--- config.mk ---
export PLATFORM = sky130hd
export DESIGN_NAME = td4_prog_loader_flat
export DESIGN_NICKNAME = d
export VERILOG_FILES = /design/src/rtl/td4_pkg.sv /design/src/rtl/td4_prog_loader_if.sv /design/src/rtl/td4_uart_rx.sv /design/src/rtl/td4_prog_loader.sv /design/src/flat_wrapper.sv
export SDC_FILE = /design/constraint.sdc
export NUM_CORES = 1
export LEC_CHECK = 0
export ABC_AREA = 1
export BUFFER_PORTS_ARGS = -buffer_cell sky130_fd_sc_hd__buf_2
export CAP_MARGIN = 10
export CORE_ASPECT_RATIO = 1.25
export CORE_UTILIZATION = 61
export CTS_CLUSTER_SIZE = 24
export DETAILED_ROUTE_END_ITERATION = 10
export PLACE_DENSITY = 0.8
export SYNTH_ARGS = -nofsm -noshare
export SYNTH_HDL_FRONTEND = slang
export SYNTH_SLANG_ARGS = --single-unit
--- constraint.sdc ---
create_clock -name clk -period 2.05 [get_ports clk]
set_input_delay 0.205 -clock clk [delete_from_list [all_inputs] [get_ports clk]]
set_output_delay 0.205 -clock clk [all_outputs]
set_load 0.05 [all_outputs]
--- src/rtl/td4_pkg.sv ---
// Shared types for the TD4 serial program loader.
// Holds the loader FSM states and the byte-to-word split.
package td4_pkg;

   localparam int ADDR_W   = 4;
   localparam int NIBBLE_W = 4;

   typedef enum logic [2:0] {
      IDLE,
      START,
      DATA,
      STOP,
      WRITE
   } state_t;

   function automatic logic [NIBBLE_W-1:0] byte_opcode(
      input logic [7:0] b
   );
      return b[7:4];
   endfunction

   function automatic logic [NIBBLE_W-1:0] byte_imm(
      input logic [7:0] b
   );
      return b[3:0];
   endfunction

endpackage

--- src/rtl/td4_prog_loader_if.sv ---
// Program-memory write bus driven by the loader.
// The master drives one-cycle strobes with address and data.
interface td4_prog_loader_if;
   import td4_pkg::*;

   logic [ADDR_W-1:0]   mem_addr;
   logic [NIBBLE_W-1:0] mem_opcode;
   logic [NIBBLE_W-1:0] mem_imm;
   logic                mem_we;

   modport master (
      output mem_addr,
      output mem_opcode,
      output mem_imm,
      output mem_we
   );

   modport slave (
      input mem_addr,
      input mem_opcode,
      input mem_imm,
      input mem_we
   );

endinterface

--- src/rtl/td4_uart_rx.sv ---
// UART 8N1 receiver: synchroniser, baud counter and frame parser.
// Emits a one-cycle byte_valid or frame_err pulse at the stop sample.
module td4_uart_rx
   import td4_pkg::*;
#(
   parameter int CLKS_PER_BIT = 16
) (
   input  logic       clk,
   input  logic       rst_n,
   input  logic       rx_i,
   input  logic       abort_i,
   output logic [7:0] byte_o,
   output logic       byte_valid_o,
   output logic       frame_err_o
);

   localparam int CW = $clog2(CLKS_PER_BIT);
   localparam logic [CW-1:0] HALF_M1 = CW'(CLKS_PER_BIT / 2 - 1);
   localparam logic [CW-1:0] FULL_M1 = CW'(CLKS_PER_BIT - 1);

   logic          rx_s1_q;
   logic          rx_s2_q;
   logic          rx_prev_q;
   state_t        state_q, state_d;
   logic [CW-1:0] cnt_q, cnt_d;
   logic [2:0]    idx_q, idx_d;
   logic [7:0]    sh_q, sh_d;

   always_ff @(posedge clk or negedge rst_n) begin
      if (!rst_n) begin
         rx_s1_q   <= 1'b1;
         rx_s2_q   <= 1'b1;
         rx_prev_q <= 1'b1;
         state_q   <= IDLE;
         cnt_q     <= '0;
         idx_q     <= '0;
         sh_q      <= '0;
      end else begin
         rx_s1_q   <= rx_i;
         rx_s2_q   <= rx_s1_q;
         rx_prev_q <= rx_s2_q;
         state_q   <= state_d;
         cnt_q     <= cnt_d;
         idx_q     <= idx_d;
         sh_q      <= sh_d;
      end
   end

   always_comb begin
      state_d      = state_q;
      cnt_d        = cnt_q;
      idx_d        = idx_q;
      sh_d         = sh_q;
      byte_valid_o = 1'b0;
      frame_err_o  = 1'b0;
      if (abort_i) begin
         state_d = IDLE;
      end else begin
         unique case (state_q)
            IDLE: begin
               if (rx_prev_q && !rx_s2_q) begin
                  state_d = START;
                  cnt_d   = '0;
               end
            end
            START: begin
               if (cnt_q == HALF_M1) begin
                  cnt_d = '0;
                  idx_d = '0;
                  // Line back high at mid-start: treat as a glitch
                  state_d = rx_s2_q ? IDLE : DATA;
               end else begin
                  cnt_d = cnt_q + 1'b1;
               end
            end
            DATA: begin
               if (cnt_q == FULL_M1) begin
                  sh_d  = {rx_s2_q, sh_q[7:1]};
                  cnt_d = '0;
                  idx_d = idx_q + 1'b1;
                  if (idx_q == 3'd7) state_d = STOP;
               end else begin
                  cnt_d = cnt_q + 1'b1;
               end
            end
            STOP: begin
               if (cnt_q == FULL_M1) begin
                  byte_valid_o = rx_s2_q;
                  frame_err_o  = !rx_s2_q;
                  state_d      = IDLE;
               end else begin
                  cnt_d = cnt_q + 1'b1;
               end
            end
            default: state_d = IDLE;
         endcase
      end
   end

   assign byte_o = sh_q;

endmodule

--- src/rtl/td4_prog_loader.sv ---
// Serial loader for the 16-word TD4 program memory.
// Stalls the CPU while a session writes one word per received byte.
module td4_prog_loader
   import td4_pkg::*;
#(
   parameter int CLKS_PER_BIT = 16,
   parameter int MEM_DEPTH    = 16
) (
   input  logic               clk,
   input  logic               rst_n,
   input  logic               rx,
   input  logic               load_req,
   td4_prog_loader_if.master  mem,
   output logic               cpu_hold,
   output logic               busy,
   output logic               loaded,
   output logic               frame_err
);

   localparam logic [ADDR_W-1:0] LAST = ADDR_W'(MEM_DEPTH - 1);

   logic                lr_s1_q, lr_s2_q, lr_s3_q;
   logic                lr_edge;
   logic [7:0]          rx_byte;
   logic                rx_valid;
   logic                rx_ferr;

   state_t              state_q, state_d;
   logic [ADDR_W-1:0]   cnt_q, cnt_d;
   logic [ADDR_W-1:0]   addr_q, addr_d;
   logic [NIBBLE_W-1:0] op_q, op_d;
   logic [NIBBLE_W-1:0] imm_q, imm_d;
   logic                busy_q, busy_d;
   logic                loaded_q, loaded_d;
   logic                ferr_q, ferr_d;
   logic                we;

   assign lr_edge = lr_s2_q && !lr_s3_q;

   td4_uart_rx #(
      .CLKS_PER_BIT (CLKS_PER_BIT)
   ) u_rx (
      .clk          (clk),
      .rst_n        (rst_n),
      .rx_i         (rx),
      .abort_i      (lr_edge),
      .byte_o       (rx_byte),
      .byte_valid_o (rx_valid),
      .frame_err_o  (rx_ferr)
   );

   always_ff @(posedge clk or negedge rst_n) begin
      if (!rst_n) begin
         lr_s1_q  <= 1'b0;
         lr_s2_q  <= 1'b0;
         lr_s3_q  <= 1'b0;
         state_q  <= IDLE;
         cnt_q    <= '0;
         addr_q   <= '0;
         op_q     <= '0;
         imm_q    <= '0;
         busy_q   <= 1'b0;
         loaded_q <= 1'b0;
         ferr_q   <= 1'b0;
      end else begin
         lr_s1_q  <= load_req;
         lr_s2_q  <= lr_s1_q;
         lr_s3_q  <= lr_s2_q;
         state_q  <= state_d;
         cnt_q    <= cnt_d;
         addr_q   <= addr_d;
         op_q     <= op_d;
         imm_q    <= imm_d;
         busy_q   <= busy_d;
         loaded_q <= loaded_d;
         ferr_q   <= ferr_d;
      end
   end

   always_comb begin
      state_d  = state_q;
      cnt_d    = cnt_q;
      addr_d   = addr_q;
      op_d     = op_q;
      imm_d    = imm_q;
      busy_d   = busy_q;
      loaded_d = loaded_q;
      ferr_d   = ferr_q;
      we       = 1'b0;
      if (lr_edge) begin
         // A new session request overrides any pending write
         state_d  = IDLE;
         cnt_d    = '0;
         busy_d   = 1'b1;
         loaded_d = 1'b0;
         ferr_d   = 1'b0;
      end else begin
         if (rx_ferr) ferr_d = 1'b1;
         unique case (state_q)
            IDLE: begin
               if (rx_valid && busy_q) begin
                  state_d = WRITE;
                  addr_d  = cnt_q;
                  op_d    = byte_opcode(rx_byte);
                  imm_d   = byte_imm(rx_byte);
               end
            end
            WRITE: begin
               we      = 1'b1;
               state_d = IDLE;
               cnt_d   = cnt_q + 1'b1;
               if (cnt_q == LAST) begin
                  cnt_d    = '0;
                  busy_d   = 1'b0;
                  loaded_d = 1'b1;
               end
            end
            default: state_d = IDLE;
         endcase
      end
   end

   assign mem.mem_addr   = addr_q;
   assign mem.mem_opcode = op_q;
   assign mem.mem_imm    = imm_q;
   assign mem.mem_we     = we;
   assign cpu_hold       = busy_q;
   assign busy           = busy_q;
   assign loaded         = loaded_q;
   assign frame_err      = ferr_q;

endmodule

--- src/flat_wrapper.sv ---
// flat-port wrapper written by rule: the top's interface ports become plain ports
module td4_prog_loader_flat import td4_pkg::*;
#(
   parameter int CLKS_PER_BIT = 16,
   parameter int MEM_DEPTH    = 16
)
  (clk, rst_n, rx, load_req, cpu_hold, busy, loaded, frame_err, mem_mem_addr, mem_mem_opcode, mem_mem_imm, mem_mem_we);
  td4_prog_loader_if mem_i ();
  input  logic clk;
  input  logic rst_n;
  input  logic rx;
  input  logic load_req;
  output logic cpu_hold;
  output logic busy;
  output logic loaded;
  output logic frame_err;
  output wire logic [$bits(mem_i.mem_addr)-1:0] mem_mem_addr;
  output wire logic [$bits(mem_i.mem_opcode)-1:0] mem_mem_opcode;
  output wire logic [$bits(mem_i.mem_imm)-1:0] mem_mem_imm;
  output wire logic [$bits(mem_i.mem_we)-1:0] mem_mem_we;
  assign mem_mem_addr = mem_i.mem_addr;
  assign mem_mem_opcode = mem_i.mem_opcode;
  assign mem_mem_imm = mem_i.mem_imm;
  assign mem_mem_we = mem_i.mem_we;
  td4_prog_loader #(.CLKS_PER_BIT(CLKS_PER_BIT), .MEM_DEPTH(MEM_DEPTH)) u_core (.clk(clk), .rst_n(rst_n), .rx(rx), .load_req(load_req), .mem(mem_i), .cpu_hold(cpu_hold), .busy(busy), .loaded(loaded), .frame_err(frame_err));
endmodule
==> results.json, run 1 <==
{
  "status": "complete, no violations",
  "ys_warn_count": 0,
  "grt_pass1_wl_um": 6060,
  "ctsHoldBuffers": 3,
  "max_cap_viol_count": 0,
  "synth_area_leaders": "dfrtp_1, nand2_1, inv_1, o21ai_0, nor2_1",
  "io-pin-count": 21,
  "firstDrtPassIters": 4,
  "fin_nets": 242,
  "core-area_mm2": 0.00297,
  "path_common_cell": "inv_1",
  "cts.sinks": 43,
  "synth_cells": 207,
  "tns_ns": 0,
  "worstSetupPathType": "reg -> out",
  "critPathMaxFanout": 8,
  "whs_path_depth": 0,
  "critPathTopFamily": "buffers and inverters",
  "clock_insertion_delay_worst_skew_ns": 0.36,
  "sw_frac_of_total_pct": 34.0,
  "grt_start_max_net_pins": 44,
  "syn_area_mm2": 0.00192,
  "final_layout_size_suffix_gt1_share_pct": 19.6,
  "ys_ff_latch": 43,
  "overflow": 0,
  "power_density_mw_per_mm2": 857,
  "min_path_type": "reg -> reg",
  "cp_cell_sequence": "nor2_4 -> inv_1 -> nand2_1 -> inv_1 -> buf_2",
  "via_per_inst": 5.23,
  "arrival_ns": 1.56,
  "synth_top_area_share_pct": 52.2,
  "hold_end": "u_core.u_rx.rx_s2_q",
  "port_buffers": 20,
  "p_int_w": 0.00120,
  "min_period_ns": 1.77,
  "drc": 0,
  "syn2layout_area_growth_pct": 10.9,
  "postCtsSetupBuffers": 0,
  "worst_pin_slew_ns": 0.920,
  "drt_iter0_markers": 50,
  "setup_violations": 0,
  "dieArea_mm2": 0.00337,
  "die_h_um": 64.7,
  "syn-num-nets": 215,
  "vdd_drop_max_uv": 579,
  "relSlewSlack_pct": 38.7,
  "regToRegStartpoint": "u_core.u_rx.cnt_q[0]",
  "cts_made_buffers": 5,
  "start_kind": "register",
  "r2r_slack_ns": 0.42,
  "final-hold-violation-count": 0,
  "worstSetupEndpointType": "output port",
  "totalWireLength_um": 3480,
  "reg2regPathDepth": 4,
  "slew_violations": 0,
  "gp_congestion": 0.870,
  "whs_ns": 0.365,
  "critPathRequiredTime_ns": 1.85,
  "dieWidth_um": 52.2,
  "r2r-end": "u_core.u_rx.byte_o[0]",
  "max_freq_mhz": 565,
  "htreeDepth": 2,
  "synth.avg_cell_area_um2": 9.27,
  "yosys.area.top_type": "dfrtp_1",
  "ant_nets": 0,
  "seqPwrFrac_pct": 53.9,
  "combPwrFrac_pct": 21.4,
  "skew_ns": 0.0159,
  "ctsResizeCount": 0,
  "critical-path-max-stage-delay_ns": 0.43,
  "grt_usage_pct": 24.5,
  "n_antenna_cell": 0,
  "grt_antenna_before_repair": 0,
  "cts_tree": "yes",
  "power.share.clock_pct": 24.6,
  "fillCellCount": 239,
  "rows": 22,
  "num_vias": 1418,
  "root_buffer": "clkbuf_4",
  "critPathBufInv": 3,
  "crit_slowest_cell": "dfrtp_1",
  "synth-seq-area-share_pct": 56.3,
  "start_util_pct": 64.5,
  "rsz0062_at_grt": "false",
  "cts.clk_slew.worst_paths_ns": 0.13,
  "p_sw_w": 0.000620,
  "synth_cell_types": 22,
  "clk_path_buf_depth": 2,
  "grt_pass1_vias": 1389,
  "wl_per_cell_um": 12.8,
  "p_leak_nw": 1.12,
  "hpwl_um": 2500,
  "fin_crit_sh_pct": 86.3,
  "worstHoldStart": "u_core.u_rx.rx_s1_q"
}
-- how the worst max path moves through the flow --
stage | startpoint | endpoint | cells after the start
6_report | u_core.lr_s3_q | mem_mem_we | 5
5_1_grt | u_core.lr_s2_q | mem_mem_we | 6
4_1_cts | u_core.lr_s3_q | mem_mem_we | 5
3_5_place_dp | u_core.u_rx.cnt_q[0] | u_core.u_rx.byte_o[7] | 4
3_3_place_gp | u_core.u_rx.cnt_q[0] | u_core.u_rx.byte_o[6] | 4
2_1_floorplan | u_core.u_rx.cnt_q[0] | u_core.mem.mem_imm[2] | 7
-- Yosys cell counts, drive strengths merged --
master   n
xor2     2
nand2   56
buf      3
dfstp    3
nand3   11
dfrtp   40
nand4    2
nor3     3
inv     28
a21oi    3
ha       4
o22ai    1
o21ai   26
nor2    25
-- worst register-to-register path, cell delays in order, from the launching register on --
cell,delay (ns)
dfrtp_1,0.41
ha_1,0.29
nand3_4,0.16
nor3_4,0.47
o21ai_0,0.18
-- layer usage --
layer / vias to the layer above / GRT usage (%) / part of all wire, %
met5: - / 0 / 0
met3: 7 / 6.57 / 3.4
li1: 704 / - / -
met2: 24 / 40.9 / 53
met1: 683 / 30.2 / 42
met4: 0 / 8.88 / 1.8
-- layout make-up --
class / instances / area [um2] / share of cell area (%)
Sequential cell: 43 / 1080 / 50.8
Multi-Input combinational cell: 133 / 703 / 33.1
Timing Repair Buffer: 23 / 130 / 6.12
Inverter: 28 / 105 / 4.94
Clock buffer: 7 / 55.1 / 2.59
Tap cell: 36 / 45.0 / 2.12
Clock inverter: 1 / 8.76 / 0.412
-- through the flow --
step                util, %  setup slack (ns)  total power, W  instances  instance area, um2
floorplan                 -             0.641         0.00129        207                1920
global placement       68.4             0.503         0.00136        260                2030
detailed placement     68.4             0.440         0.00138        260                2030
CTS                    71.5             0.257         0.00183        271                2130
global route           71.5             0.169         0.00195        271                2130
finish                 71.5             0.281         0.00182        271                2130
-- state kept, by name, summed over array words and instances, names as in the netlist, 2 cells and up --
register and flops:
u_core.mem.mem_addr 4, u_core.cnt_q 4, u_core.u_rx.cnt_q 4, u_core.u_rx.idx_q 3
u_core.mem.mem_imm 4, u_core.mem.mem_opcode 4, u_core.u_rx.byte_o 8, u_core.u_rx.state_q 2
-- power by group through the flow --
stage	Sequential [W]	Clock [W]	Combinational, W
after floorplan	0.000992	0	0.000296
after global placement	0.000991	0	0.000370
after detailed placement	0.000997	0	0.000386
after CTS	0.000981	0.000457	0.000392
after global routing	0.000992	0.000493	0.000460
final	0.000983	0.000449	0.000391
-- cell usage in the layout (no fill, tap or decap), drive strengths merged --
master / synthesis / layout
a21oi: 3 / 3
buf: 3 / 20
clkbuf: 0 / 7
dfrtp: 40 / 40
dfstp: 3 / 3
dlygate4sd3: 0 / 3
ha: 4 / 4
inv: 28 / 29
nand2: 56 / 56
nand3: 11 / 11
nand4: 2 / 2
nor2: 25 / 25
nor3: 3 / 3
o21ai: 26 / 26
o22ai: 1 / 1
xor2: 2 / 2
-- cells by family after synthesis --
logic type,Yosys count,share of synthesized area (%)
xor gates and xnor gates,2,0.913
AOI/OAI and AO/OA,30,9.46
and+or+nand+nor,97,23.7
buffers and inverters,31,7.05
adders and majority gates,4,2.61
DFF,43,56.3
No activity file was read; power rests on OpenSTA's default activity.
==> inputs of run 2 (changes only) <==
- CORE_UTILIZATION: 61 -> 30
- PLACE_DENSITY: 0.8 -> 0.44
==> results.json, run 2 (same netlist as run 1, synthesis figures left out) <==
{
  "final_common_cell": "nand2_1",
  "dieWidth_um": 73.5,
  "status": "complete, no violations",
  "gp_congestion": 0.728,
  "ctsResizeCount": 0,
  "start_util_pct": 31.1,
  "cts_tree": "yes",
  "wl_per_cell_um": 11.0,
  "grt_antenna_before_repair": 0,
  "slew_violations": 0,
  "grtUsageMet2_pct": 19.6,
  "critPathMaxFanout": 8,
  "power.total_w": 0.00204,
  "core-area_mm2": 0.00617,
  "critPathRequiredTime_ns": 1.85,
  "dp.cells": 310,
  "n_antenna_cell": 0,
  "vdd_drop_max_uv": 428,
  "top_usage_layer": "met2",
  "power_density_mw_per_mm2": 904,
  "use_met1_pct": 15.9,
  "min_period_ns": 1.70,
  "rows": 32,
  "pre_cts_slack_ns": 0.434,
  "fin_cells": 321,
  "setup_violations": 0,
  "firstDrtPassIters": 5,
  "final_layout_size_suffix_gt1_share_pct": 20.3,
  "relSlewSlack_pct": 63.7,
  "tns_ns": 0,
  "cts.sinks": 43,
  "io-pin-count": 21,
  "fin_ws_ns": 0.352,
  "via_per_inst": 4.17,
  "htreeDepth": 2,
  "grt_pass1_wl_um": 6270,
  "min_path_type": "reg -> reg",
  "root_buffer": "clkbuf_8",
  "overflow": 0,
  "fin_crit_sh_pct": 82.8,
  "worst_pin_slew_ns": 0.542,
  "grt_pass1_vias": 1328,
  "largest_register_ffs": 8,
  "clk_path_buf_depth": 2,
  "grt_usage_pct": 12.4,
  "skew_ns": 0.00648,
  "totalWireLength_um": 3530,
  "drt_iter0_markers": 67,
  "die_h_um": 91.4,
  "dieArea_mm2": 0.00672,
  "worstSetupEndpointType": "output port",
  "syn2layout_area_growth_pct": 17.7,
  "clock_insertion_delay_worst_skew_ns": 0.29,
  "final-hold-violation-count": 0,
  "final_cell_mix": "nand2_1, dfrtp_1, inv_1",
  "whs_ns": 0.354,
  "fillCellCount": 676,
  "worstSetupPathType": "reg -> out",
  "rsz0062_at_grt": "false",
  "met3_usage_pct": 3.11,
  "cts.clk_slew.worst_paths_ns": 0.09,
  "p_leak_nw": 1.16,
  "fin_nets": 243,
  "max_freq_mhz": 589,
  "num_vias": 1340,
  "hpwl_um": 2580,
  "grt_start_max_net_pins": 23,
  "start_kind": "register",
  "cts_made_buffers": 5,
  "max_cap_viol_count": 0,
  "arrival_ns": 1.49,
  "postCtsSetupBuffers": 0,
  "drc": 0,
  "port_buffers": 20,
  "ant_nets": 0
}
run 2: changes by cell type in the layout (fill, tap and decap cells not counted):
| cell | before | now |
|---|---|---|
| clkinv_4 | 0 | 1 |
| buf_12 | 0 | 1 |
| clkbuf_8 | 1 | 5 |
| inv_6 | 1 | 0 |
| clkbuf_4 | 5 | 0 |
| clkbuf_1 | 1 | 0 |
| bufinv_16 | 0 | 1 |
| clkinv_2 | 0 | 1 |
run 2: per-stage QoR:
stage | utilization [%] | cell area [um2]
after floorplan | - | 1920
after global placement | 34.3 | 2110
after detailed placement | 34.3 | 2110
after CTS | 36.6 | 2260
after global routing | 36.6 | 2260
final | 36.6 | 2260
run 2: power by group:
group | internal [W] | leakage [nW] | switching [W]
Sequential | 0.000905 | 0.573 | 0.0000735
Clock | 0.000363 | 0.0581 | 0.000302
Combinational | 0.000128 | 0.524 | 0.000269
Total | 0.00140 | 1.16 | 0.000645
run 2: worst max-delay path, cell delays in order, from the launching register on:
cell and delay (ns):
dfrtp_1 0.40, nor2_4 0.25, inv_1 0.18, nand2_1 0.09, inv_1 0.06, buf_2 0.21
run 2: worst paths after layout:
check,from,end,slack (ns),cells after the start
setup / recovery,u_core.lr_s3_q,mem_mem_we,0.35,5
hold / removal,u_core.lr_s1_q,u_core.lr_s2_q,0.35,0
setup reg to reg,u_core.u_rx.cnt_q[0],u_core.u_rx.byte_o[0],0.46,4
hold reg to reg,u_core.lr_s1_q,u_core.lr_s2_q,0.35,0
max in group asynchronous,rst_n,u_core.u_rx.rx_prev_q,1.05,3
min in group asynchronous,rst_n,u_core.mem.mem_addr[1],0.42,2
run 2: metal layers:
metal,vias up,part of all wire [%],wire [um]
met3,2,3.8,135
met1,609,47,1640
met4,0,0.82,29
met5,-,0,0
li1,702,-,-
met2,27,49,1720
run 2: area by class of cell:
| cell class | count | area (um2) | share of cell area [%] |
|---|---|---|---|
| Sequential cell | 43 | 1080 | 47.8 |
| Timing Repair Buffer | 24 | 150 | 6.65 |
| Multi-Input combinational cell | 133 | 703 | 31.2 |
| Inverter | 28 | 105 | 4.66 |
| Tap cell | 85 | 106 | 4.71 |
| Clock inverter | 3 | 43.8 | 1.94 |
| Clock buffer | 5 | 68.8 | 3.05 |
run 2: what timing repair did:
action,4_1_cts,5_1_grt
hold buffers,3,0
endpoints found under the setup margin,0,0
endpoints found under the hold margin,21,0
==> inputs of run 3 (changes only) <==
- clock period: 2.05 -> 1.8 ns (I/O delays scaled with it)
==> results.json, run 3 (same netlist as run 1, synthesis figures left out) <==
{
  "via_per_inst": 4.19,
  "drt_iter0_markers": 62,
  "grt_start_max_net_pins": 44,
  "dieWidth_um": 73.5,
  "whs_ns": 0.356,
  "n_antenna_cell": 0,
  "htreeDepth": 2,
  "cts.sinks": 43,
  "arrival_ns": 1.50,
  "critPathRequiredTime_ns": 1.62,
  "skew_ns": 0.00705,
  "rows": 32,
  "cts_made_buffers": 5,
  "final_cell_mix": "nand2_1, dfrtp_1, inv_1",
  "core-area_mm2": 0.00617,
  "ant_nets": 0,
  "p_leak_nw": 1.15,
  "largest_register_ffs": 8,
  "vdd_drop_max_uv": 290,
  "clock_insertion_delay_worst_skew_ns": 0.29,
  "min_period_ns": 1.68,
  "fin_crit_sh_pct": 93.1,
  "firstDrtPassIters": 5,
  "power_density_mw_per_mm2": 987,
  "status": "complete, no violations",
  "wl_per_cell_um": 11.1,
  "rsz0062_at_grt": "false",
  "grt_antenna_before_repair": 0,
  "worstSetupPathType": "reg -> out",
  "die_h_um": 91.4,
  "fillCellCount": 687,
  "io-pin-count": 21,
  "critPathMaxFanout": 8,
  "worst_pin_slew_ns": 0.544,
  "grt_pass1_wl_um": 6560,
  "dieArea_mm2": 0.00672,
  "grt_usage_pct": 12.8,
  "cts_tree": "yes",
  "clk_path_buf_depth": 2,
  "path_common_cell": "inv_1",
  "cp_cell_sequence": "nor2_4 -> inv_1 -> nand2_1 -> inv_1 -> buf_2",
  "fin_area_mm2": 0.00224,
  "overflow": 0,
  "crit_slowest_cell": "dfrtp_1",
  "hpwl_um": 2540,
  "worstSetupEndpointType": "output port",
  "syn2layout_area_growth_pct": 16.8,
  "tns_ns": 0,
  "min_path_type": "reg -> reg",
  "start_util_pct": 31.1,
  "final_util_pct": 36.3,
  "power.total_w": 0.00221,
  "grt_pass1_vias": 1458,
  "slew_violations": 0,
  "final-hold-violation-count": 0,
  "root_buffer": "clkbuf_8",
  "gp_congestion": 0.704,
  "setup_violations": 0,
  "max_freq_mhz": 597,
  "relSlewSlack_pct": 63.7,
  "cts.clk_slew.worst_paths_ns": 0.08,
  "fin_nets": 246,
  "num_vias": 1358,
  "place_area_mm2": 0.00212,
  "max_cap_viol_count": 0,
  "totalWireLength_um": 3610,
  "critical-path-max-stage-delay_ns": 0.40,
  "final_common_cell": "nand2_1",
  "final_layout_size_suffix_gt1_share_pct": 20.9,
  "port_buffers": 20,
  "drc": 0,
  "start_kind": "register"
}
-- run 3: final timing paths --
path / from / endpoint / slack, ns / cells past startpoint
worst max register to register: u_core.u_rx.cnt_q[0] / u_core.mem.mem_addr[0] / 0.25 / 6
worst max-delay path: u_core.lr_s3_q / mem_mem_we / 0.12 / 5
worst min-delay path: u_core.lr_s1_q / u_core.lr_s2_q / 0.36 / 0
max in group asynchronous: rst_n / u_core.mem.mem_imm[0] / 0.92 / 3
worst min register to register: u_core.lr_s1_q / u_core.lr_s2_q / 0.36 / 0
min in group asynchronous: rst_n / u_core.lr_s1_q / 0.50 / 3
-- run 3: area by class of cell --
type | instances | area (um2) | area share, %
Clock buffer | 6 | 72.6 | 3.24
Clock inverter | 2 | 12.5 | 0.559
Inverter | 28 | 105 | 4.69
Multi-Input combinational cell | 133 | 703 | 31.4
Sequential cell | 43 | 1080 | 48.2
Tap cell | 85 | 106 | 4.75
Timing Repair Buffer | 27 | 160 | 7.15
-- run 3: where the power goes --
group	leakage, nW	total [W]	internal [W]	switching [W]
combinational	0.534	0.000488	0.000175	0.000313
sequential	0.573	0.00112	0.00103	0.0000845
clock	0.0412	0.000606	0.000272	0.000335
-- run 3: metal layers --
layer	track usage (%)	up-vias	part of all wire, %
li1	-	712	-
met1	15.2	618	45
met2	21.2	24	49
met3	3.66	4	4.2
met4	5.61	0	1.1
met5	0	-	0
-- run 3: through the flow --
| stage | setup WS (ns) | instances |
|---|---|---|
| global route | 0.0244 | 324 |
| finish | 0.124 | 324 |
| global placement | 0.273 | 313 |
| floorplan | 0.391 | 207 |
| CTS | 0.0866 | 324 |
| detailed placement | 0.239 | 313 |
-- run 3: worst max-delay path: cells and delay by family, from the launching register on --
kind / cells / cell delay, ns
simple gates: 2 / 0.34
flops: 1 / 0.40
buf+inv: 3 / 0.46
-- run 3: repair_timing --
| action | in CTS | in global routing |
|---|---|---|
| gates resized for setup | 0 | 0 |
| hold endpoints to repair | 42 | 0 |
| hold buffers | 3 | 0 |
| buffers inserted | 0 | 0 |
